<file path="src/rtl/fpu_rr_scheduler.sv">
// fpu_rr_scheduler
//   Round-robin front end for a single shared FPU. It grants one requester
//   at a time, launches the operation, waits out the FPU latency, and
//   returns the result to the granted requester with a valid/ready
//   handshake.
//
// Ports
//   clk, rst          clock, synchronous active-high reset
//   req_valid/ready   per-requester request handshake (ready is one-hot or 0)
//   req_a/b/opcode    packed per-requester operands (32/32/2 bits each)
//   rsp_valid/ready   per-requester result handshake (valid is one-hot or 0)
//   rsp_data          shared result bus
//   fpu_start/a/b/
//   fpu_opcode/fpu_o  FPU core interface
//   busy              high whenever not IDLE
//   ops_done          completed response count (wraps)
//
// state | meaning
// ------+---------------------------------------------------------------
// IDLE  | arbitrate; grant the first valid requester starting at rr_ptr
// ISSUE | fpu_start pulse; operands already latched
// WAIT  | count down FPU latency, capture fpu_o at terminal count
// RESP  | present result to the granted requester until it accepts
module fpu_rr_scheduler #(
  parameter int NUM_REQ     = 4,
  parameter int FPU_LATENCY = 2,
  parameter int IDX_W       = $clog2(NUM_REQ)
) (
  input  logic                   clk,
  input  logic                   rst,
  input  logic [NUM_REQ-1:0]     req_valid,
  output logic [NUM_REQ-1:0]     req_ready,
  input  logic [NUM_REQ*32-1:0]  req_a,
  input  logic [NUM_REQ*32-1:0]  req_b,
  input  logic [NUM_REQ*2-1:0]   req_opcode,
  output logic [NUM_REQ-1:0]     rsp_valid,
  input  logic [NUM_REQ-1:0]     rsp_ready,
  output logic [31:0]            rsp_data,
  output logic                   fpu_start,
  output logic [31:0]            fpu_a,
  output logic [31:0]            fpu_b,
  output logic [1:0]             fpu_opcode,
  input  logic [31:0]            fpu_o,
  output logic                   busy,
  output logic [15:0]            ops_done
);

  localparam int CNT_W = (FPU_LATENCY > 1) ? $clog2(FPU_LATENCY) : 1;
  localparam logic [NUM_REQ-1:0] ONE_HOT0 = NUM_REQ'(1);

  typedef enum logic [1:0] {IDLE, ISSUE, WAIT, RESP} state_e;

  state_e               state_q;
  logic [IDX_W-1:0]     rr_ptr_q;
  logic [IDX_W-1:0]     gnt_idx_q;
  logic [CNT_W-1:0]     cnt_q;
  logic [31:0]          fpu_a_q;
  logic [31:0]          fpu_b_q;
  logic [1:0]           fpu_op_q;
  logic                 fpu_start_q;
  logic [31:0]          rsp_data_q;
  logic [NUM_REQ-1:0]   rsp_valid_q;
  logic [15:0]          ops_done_q;

  logic                 win_found;
  logic [IDX_W-1:0]     win_idx;
  logic [IDX_W-1:0]     cand_idx;
  logic                 grant;
  logic [IDX_W-1:0]     rr_ptr_d;

  // Rotating priority search starting at rr_ptr; first hit wins.
  always_comb begin
    win_found = 1'b0;
    win_idx   = '0;
    cand_idx  = '0;
    for (int k = 0; k < NUM_REQ; k++) begin
      cand_idx = IDX_W'((int'(rr_ptr_q) + k) % NUM_REQ);
      if (!win_found && req_valid[cand_idx]) begin
        win_found = 1'b1;
        win_idx   = cand_idx;
      end
    end
  end

  // Grant only from IDLE, and never while reset is being applied, so an
  // accept pulse cannot be seen for a request that reset will discard.
  assign grant     = (state_q == IDLE) && win_found && !rst;
  assign req_ready = grant ? (ONE_HOT0 << win_idx) : '0;

  assign rr_ptr_d  = (gnt_idx_q == IDX_W'(NUM_REQ - 1)) ? '0 : gnt_idx_q + IDX_W'(1);

  always_ff @(posedge clk) begin
    if (rst) begin
      state_q     <= IDLE;
      rr_ptr_q    <= '0;
      gnt_idx_q   <= '0;
      cnt_q       <= '0;
      fpu_a_q     <= '0;
      fpu_b_q     <= '0;
      fpu_op_q    <= '0;
      fpu_start_q <= 1'b0;
      rsp_data_q  <= '0;
      rsp_valid_q <= '0;
      ops_done_q  <= '0;
    end else begin
      unique case (state_q)
        IDLE: begin
          if (grant) begin
            fpu_a_q     <= req_a[32*win_idx +: 32];
            fpu_b_q     <= req_b[32*win_idx +: 32];
            fpu_op_q    <= req_opcode[2*win_idx +: 2];
            gnt_idx_q   <= win_idx;
            fpu_start_q <= 1'b1;
            state_q     <= ISSUE;
          end
        end
        ISSUE: begin
          fpu_start_q <= 1'b0;
          cnt_q       <= CNT_W'(FPU_LATENCY - 1);
          state_q     <= WAIT;
        end
        WAIT: begin
          if (cnt_q == '0) begin
            rsp_data_q  <= fpu_o;
            rsp_valid_q <= ONE_HOT0 << gnt_idx_q;
            state_q     <= RESP;
          end else begin
            cnt_q <= cnt_q - CNT_W'(1);
          end
        end
        RESP: begin
          // Only the owning requester's ready completes the response.
          if (rsp_ready[gnt_idx_q]) begin
            rsp_valid_q <= '0;
            ops_done_q  <= ops_done_q + 16'd1;
            rr_ptr_q    <= rr_ptr_d;
            state_q     <= IDLE;
          end
        end
        default: state_q <= IDLE;
      endcase
    end
  end

  assign rsp_valid  = rsp_valid_q;
  assign rsp_data   = rsp_data_q;
  assign fpu_start  = fpu_start_q;
  assign fpu_a      = fpu_a_q;
  assign fpu_b      = fpu_b_q;
  assign fpu_opcode = fpu_op_q;
  assign busy       = (state_q != IDLE);
  assign ops_done   = ops_done_q;

endmodule
</file>
<file path="config.mk">
export PLATFORM = sky130hd
export DESIGN_NAME = fpu_rr_scheduler
export DESIGN_NICKNAME = d
export VERILOG_FILES = /design/src/rtl/fpu_rr_scheduler.sv
export SDC_FILE = /design/constraint.sdc
export NUM_CORES = 1
export LEC_CHECK = 0
export ABC_CLOCK_PERIOD_IN_PS = 4500
export BUFFER_PORTS_ARGS = -buffer_cell sky130_fd_sc_hd__clkbuf_2
export CAP_MARGIN = 40
export CORE_AREA = 2 2 165 167
export DETAILED_ROUTE_END_ITERATION = 16
export DIE_AREA = 0 0 167 169
export GPL_ROUTABILITY_DRIVEN = 0
export HOLD_SLACK_MARGIN = 0.02
export SLEW_MARGIN = 20
export SYNTH_ARGS = -nofsm -noshare
export SYNTH_HDL_FRONTEND = slang
export SYNTH_SLANG_ARGS = --single-unit
export TNS_END_PERCENT = 20
</file>
<file path="constraint.sdc">
create_clock -name clk -period 4.5 [get_ports clk]
set_input_delay 0 -clock clk [delete_from_list [all_inputs] [get_ports clk]]
set_output_delay 0 -clock clk [all_outputs]
set_load 0.02 [all_outputs]
</file>
## Word-level counts from Yosys, hierarchy flattened

Index checks and enable logic that the tools add are counted.

| storage, ports and cells | value |
|---|---|
| register bits after elaboration | 126 |
| input bits | 306 |
| output and inout bits | 124 |

| cells by class | value |
|---|---|
| add/sub/neg operators | 6 |
| $lt $le $gt $ge | 5 |
| eq/ne operators | 7 |
| shifts and indexed selects | 5 |
| mux-type cells | 31 |
| bitwise logic cells | 1 |
| reduce and logical (&&, ||, !) cells | 20 |

Operators with widths:

| operator | number |
|---|---|
| $shiftx A128 B8 Y32 | 2 |
| $add A16 B1 Y16 const B | 1 |
| $mux W2 | 8 |
| $lt A2 B3 Y1 const B | 5 |
| $mux W4 | 3 |
| $mux W1 | 11 |
| $bmux W1 S2 | 5 |
| $pmux W2 S4 | 1 |
| $pmux W4 S2 | 1 |
| $reduce_and A2 Y1 | 4 |
| $reduce_bool A2 Y1 | 4 |
| $shiftx A8 B4 Y2 | 1 |
| $shl A1 B2 Y4 const A | 2 |
| $eq A2 B2 Y1 const B | 3 |
| $ne A2 B2 Y1 const B | 3 |
| $reduce_and A3 Y1 | 2 |
| $logic_and A1 B1 Y1 | 5 |
| $add A2 B1 Y2 const B | 2 |
| $add A2 B2 Y2 const B | 2 |
| $logic_not A1 Y1 | 4 |
| $pmux W1 S2 | 2 |
| $eq A2 B1 Y1 const B | 1 |
| $logic_not A2 Y1 | 1 |
| $not A1 Y1 | 1 |
| $sub A1 B1 Y1 const B | 1 |

## Depth between registers and ports, before layout

| depth | value |
|---|---|
| depth in word-level cells | 16 |
| gate-level depth with buffers | 9 |
| depth with buffers taken out | 7 |

## Worst setup path after synthesis

Ideal clock, no wire load.

| path | value |
|---|---|
| path type | register to register |
| start point | register state_q[0] |
| end point | register fpu_a_q[14] (netlist: fpu_a[14]) |
| arrival | 1772 ps |
| required time | 4417 ps |
| path slack | 2646 ps |
| cell stages (with the launch flop) | 10 |
| buffers on the path | 3 |
| clock period less this slack | 1854 ps |
| cell sequence | dfxtp_1 -> inv_1 -> ha_1 -> inv_1 -> nor3_1 -> nand2b_1 -> clkbuf_1 -> buf_6 -> buf_2 -> o221ai_1 |

| between the ends | value |
|---|---|
| word-level cells in the longest chain between the ends | 4 |

Ends and longest elaborated chain:

| what | line | RTL |
|---|---|---|
| start, declared | 53 | `state_e state_q;` |
| start signal, assigned | 94 | `state_q <= IDLE;` |
| start signal, assigned | 114 | `state_q <= ISSUE;` |
| start signal, assigned | 120 | `state_q <= WAIT;` |
| $logic_not A2 Y1 (*) | 87, 106 |  |
| $logic_and A1 B1 Y1 (2 in series) | 87 | `assign grant = (state_q == IDLE) && win_found && !rst;` |
| $reduce_and A2 Y1 (no source line) (*) | n/a |  |
| end signal, assigned | 109 | `fpu_a_q <= req_a[32*win_idx +: 32];` |
| end, declared | 57 | `logic [31:0] fpu_a_q;` |

Every way passes the cells marked *; elsewhere a longest branch is shown, timed or not.
A chain may end at the register's enable or synchronous reset.

## Worst setup path after layout

| path | value |
|---|---|
| start point | register rr_ptr_q[0] |
| end point | register fpu_a_q[9] (netlist: fpu_a[9]) |

| between the ends | value |
|---|---|
| word-level cells in the longest chain between the ends | 15 |
| elaborated cells between the ends (all ways) | 29 |
| those cells by class | add/sub (3); shift (1); mux (16); reduce/logical (9) |

Ends and longest elaborated chain:

| what | line | RTL |
|---|---|---|
| start, declared | 54 | `logic [IDX_W-1:0] rr_ptr_q;` |
| start signal, assigned | 136 | `rr_ptr_q <= rr_ptr_d;` |
| branches (longest 15 deep; another with $add A2 B1 Y2) | n/a |  |

Several ways; the timed one is not identified. The select of a mux whose other input is x is not followed.

==> flow_metrics.py <==
metrics = {
    "outcome": {
        "status": "completed",
    },
    "placed_design": {
        "dp_cells": 1399,
        "io_buffers": 429,
        "dp_hpwl_mm": 18.5,
    },
    "die": {
        "ios": 430,
        "die_h_um": 169,
        "die_area_mm2": 0.0282,
        "core-area_mm2": 0.0265,
        "num_rows": 60,
        "die_width_um": 167,
        "initial_utilization_pct": 23.3,
    },
    "yosys": {
        "yosys.area.top_type": "dfxtp_1",
        "synthFlopType": "dfxtp_1",
        "synth_area_leaders": "dfxtp_1 (41%), mux2i_1 (22%), o221ai_1 (9.5%)",
        "async_flop_share_pct": 0,
        "synth.avg_cell_area_um2": 9.17,
        "synth-seq-cells": 126,
        "synthTopCellsByCount": "nand2_1 (145), mux2i_1 (133), dfxtp_1 (126), o221ai_1 (67), a21oi_1 (42)",
        "yosysMostFrequentCell": "nand2_1",
        "synth_top_area_share_pct": 40.8,
        "ys_warn_count": 0,
        "syn-cell-area_mm2": 0.00618,
        "yosysSeqAreaShare_pct": 40.8,
        "synth_cells": 674,
        "synth_edf_count": 0,
        "synth_nets": 990,
        "yosysUniqueCellTypes": 32,
    },
    "cts": {
        "cts_buffers": 17,
        "clock_latency_ns": 0.42,
        "cts-root-buf": "clkbuf_16",
        "cts_tree": "yes",
        "cts_setup_buffers": 0,
        "htree_levels": 4,
        "clk_pin_slew_ns": 0.07,
        "clk_path_buf_depth": 2,
        "cts.repair.resized": 0,
        "cts_sinks": 126,
        "hold_buffers": 230,
    },
    "detailed_routing": {
        "drtAntennaViolNets": 0,
        "wl_per_cell_um": 16.5,
        "vias": 7662,
        "post-route-drc-count": 0,
        "viasPerCell": 4.60,
        "drt-total-wl_mm": 27.4,
        "drt-pass1-iter-count": 4,
        "drtIter0Drc": 313,
    },
    "hold_path": {
        "holdCritStartpoint": "req_a[24]",
        "min_path_cells": 3,
        "min-delay-path-class": "input pin to flop",
        "holdPathEnd": "fpu_a[24]",
    },
    "sta": {
        "fmax_mhz": 309,
        "setup_viol": 0,
        "rsz0062_at_grt": "false",
        "fin_crit_sh_pct": 72.0,
        "fin_tns_setup_ns": 0,
        "period_needed_ns": 3.24,
        "drv_slew": 0,
        "hold_violations": 0,
        "skew_ns": 0.0153,
        "max_slew_margin_pct": 47.9,
        "tightest_slew_ns": 0.776,
    },
    "final_layout": {
        "multi_input_area_mm2": 0.00339,
        "final_cells": 1666,
        "fillCellCount": 2577,
        "areaGrowthSynthToFinish_pct": 87.5,
        "regArea_mm2": 0.00252,
        "fin_util_pct": 43.7,
        "layout-drive-gt1-share_pct": 36.3,
        "fin_nets": 1625,
    },
    "pwr": {
        "power.share.combinational_pct": 41.2,
        "p_switching_w": 0.00190,
        "clkPwrFrac_pct": 28.6,
        "power.internal_w": 0.00327,
        "switching_share_pct": 36.8,
        "p_leak_nw": 5.36,
        "vdd_drop_max_mv": 0.220,
        "seq_power_share_pct": 30.2,
        "powerDensity_mw_per_mm2": 446,
    },
    "worst_setup_path": {
        "path_class": "flop to flop",
        "worstPathArrival_ns": 3.55,
        "worstSetupStartpointType": "flop",
        "critical_path_required_ns": 4.81,
        "r2r_slack_ns": 1.26,
        "regToRegStartpoint": "rr_ptr_q[0]",
        "crit_fanout": 59,
        "rr_worst_depth": 8,
        "r2r-end": "fpu_a[9]",
        "endpoint_kind": "flop",
    },
    "global_route": {
        "grt_max_degree": 70,
        "grt_pass1_vias": 7990,
        "grtUsageTotal_pct": 18.7,
        "gr-total-overflow": 0,
        "antenna_found_initial": 3,
        "grt_pass1_wl_mm": 41.7,
    },
    "flow_run": {
        "maxCapViolations": 0,
    },
}
==> per-stage QoR <==
step | total power [W] | hold slack, ns | instance area, um^2 | worst slack (ns)
after floorplan | 0.00257 | 0.136 | 6180 | 2.65
after global placement | 0.00321 | 0.226 | 8590 | 2.02
after detailed placement | 0.00325 | 0.230 | 8610 | 1.85
after CTS | 0.00516 | 0.0591 | 11500 | 1.22
after global routing | 0.00546 | 0.122 | 11600 | 1.08
final | 0.00517 | 0.0840 | 11600 | 1.26
==> logic make-up after synthesis <==
logic type      count (synthesis)  share of synthesized area (%)
simple gates                  208                           14.2
compound gates                119                           14.1
buf+inv                        62                           4.82
flops                         126                           40.8
mux                           134                           21.9
xor+xnor                       15                           2.12
fa+ha+maj                      10                           2.02
==> cell usage in the layout, fill, tap and decap left out, types with 6 or more instances in the layout <==
cell             n
dlygate4sd3_1  230
buf_4            7
clkbuf_2       429
nor3_1           6
xor2_1          11
nand3_1          8
nand4_1          6
nor2_1          25
clkbuf_16       17
nand2_1        144
dfxtp_1        126
o221ai_1        67
mux2i_1        133
a21oi_1         42
inv_1            7
ha_1            10
==> worst max path at each step <==
stage                      startpoint        end  slack (ns)
final                     rr_ptr_q[0]   fpu_a[9]        1.26
after floorplan            state_q[0]  fpu_a[14]        2.65
after CTS                 rr_ptr_q[0]  fpu_a[21]        1.22
after detailed placement   state_q[0]  fpu_a[28]        1.85
after global routing      rr_ptr_q[0]  fpu_a[13]        1.08
after global placement     state_q[0]   fpu_a[4]        2.02
==> power groups by stage <==
stage          sequential (W)  clock (W)  combinational (W)
3_3_place_gp          0.00157          0            0.00164
3_5_place_dp          0.00157          0            0.00168
4_1_cts               0.00156    0.00151            0.00209
2_1_floorplan         0.00187          0           0.000705
5_1_grt               0.00159    0.00157            0.00230
6_report              0.00156    0.00148            0.00213
==> metal layers <==
| layer | GRT usage [%] | share of wire [%] | up-vias | wire length (um) |
|---|---|---|---|---|
| li1 | - | - | 3714 | - |
| met1 | 19.7 | 38 | 3601 | 10400 |
| met2 | 33.3 | 50 | 293 | 13800 |
| met3 | 6.41 | 7.7 | 54 | 2120 |
| met4 | 9.26 | 3.9 | 0 | 1080 |
| met5 | 0 | 0 | - | 0 |
==> state kept, by name (all words and copies together) (netlist names) <==
name and count:
cnt_q 1, fpu_a 32, fpu_b 32, fpu_opcode 2
fpu_start 1, gnt_idx_q 2, ops_done 16, rr_ptr_q 2
rsp_data 32, rsp_valid 4, state_q 2
==> critical path, cell delays in order (launching register included) <==
cell and delay (ns):
dfxtp_1 0.36, inv_1 0.07, a21oi_1 0.13, o32a_2 0.54, buf_12 0.39, mux2i_1 0.26
dlygate4sd3_1 0.57, o221ai_1 0.12, dlygate4sd3_1 0.59
==> cell type report <==
class                           count  area share [%]
Timing Repair Buffer              670            39.7
Multi-Input combinational cell    486            29.2
Sequential cell                   126            21.8
Clock buffer                       18            3.79
Tap cell                          341            3.68
Clock inverter                     14            1.58
Inverter                            8           0.259
Antenna cell                        3          0.0648
Note: power is estimated with default switching activity, not from simulation.
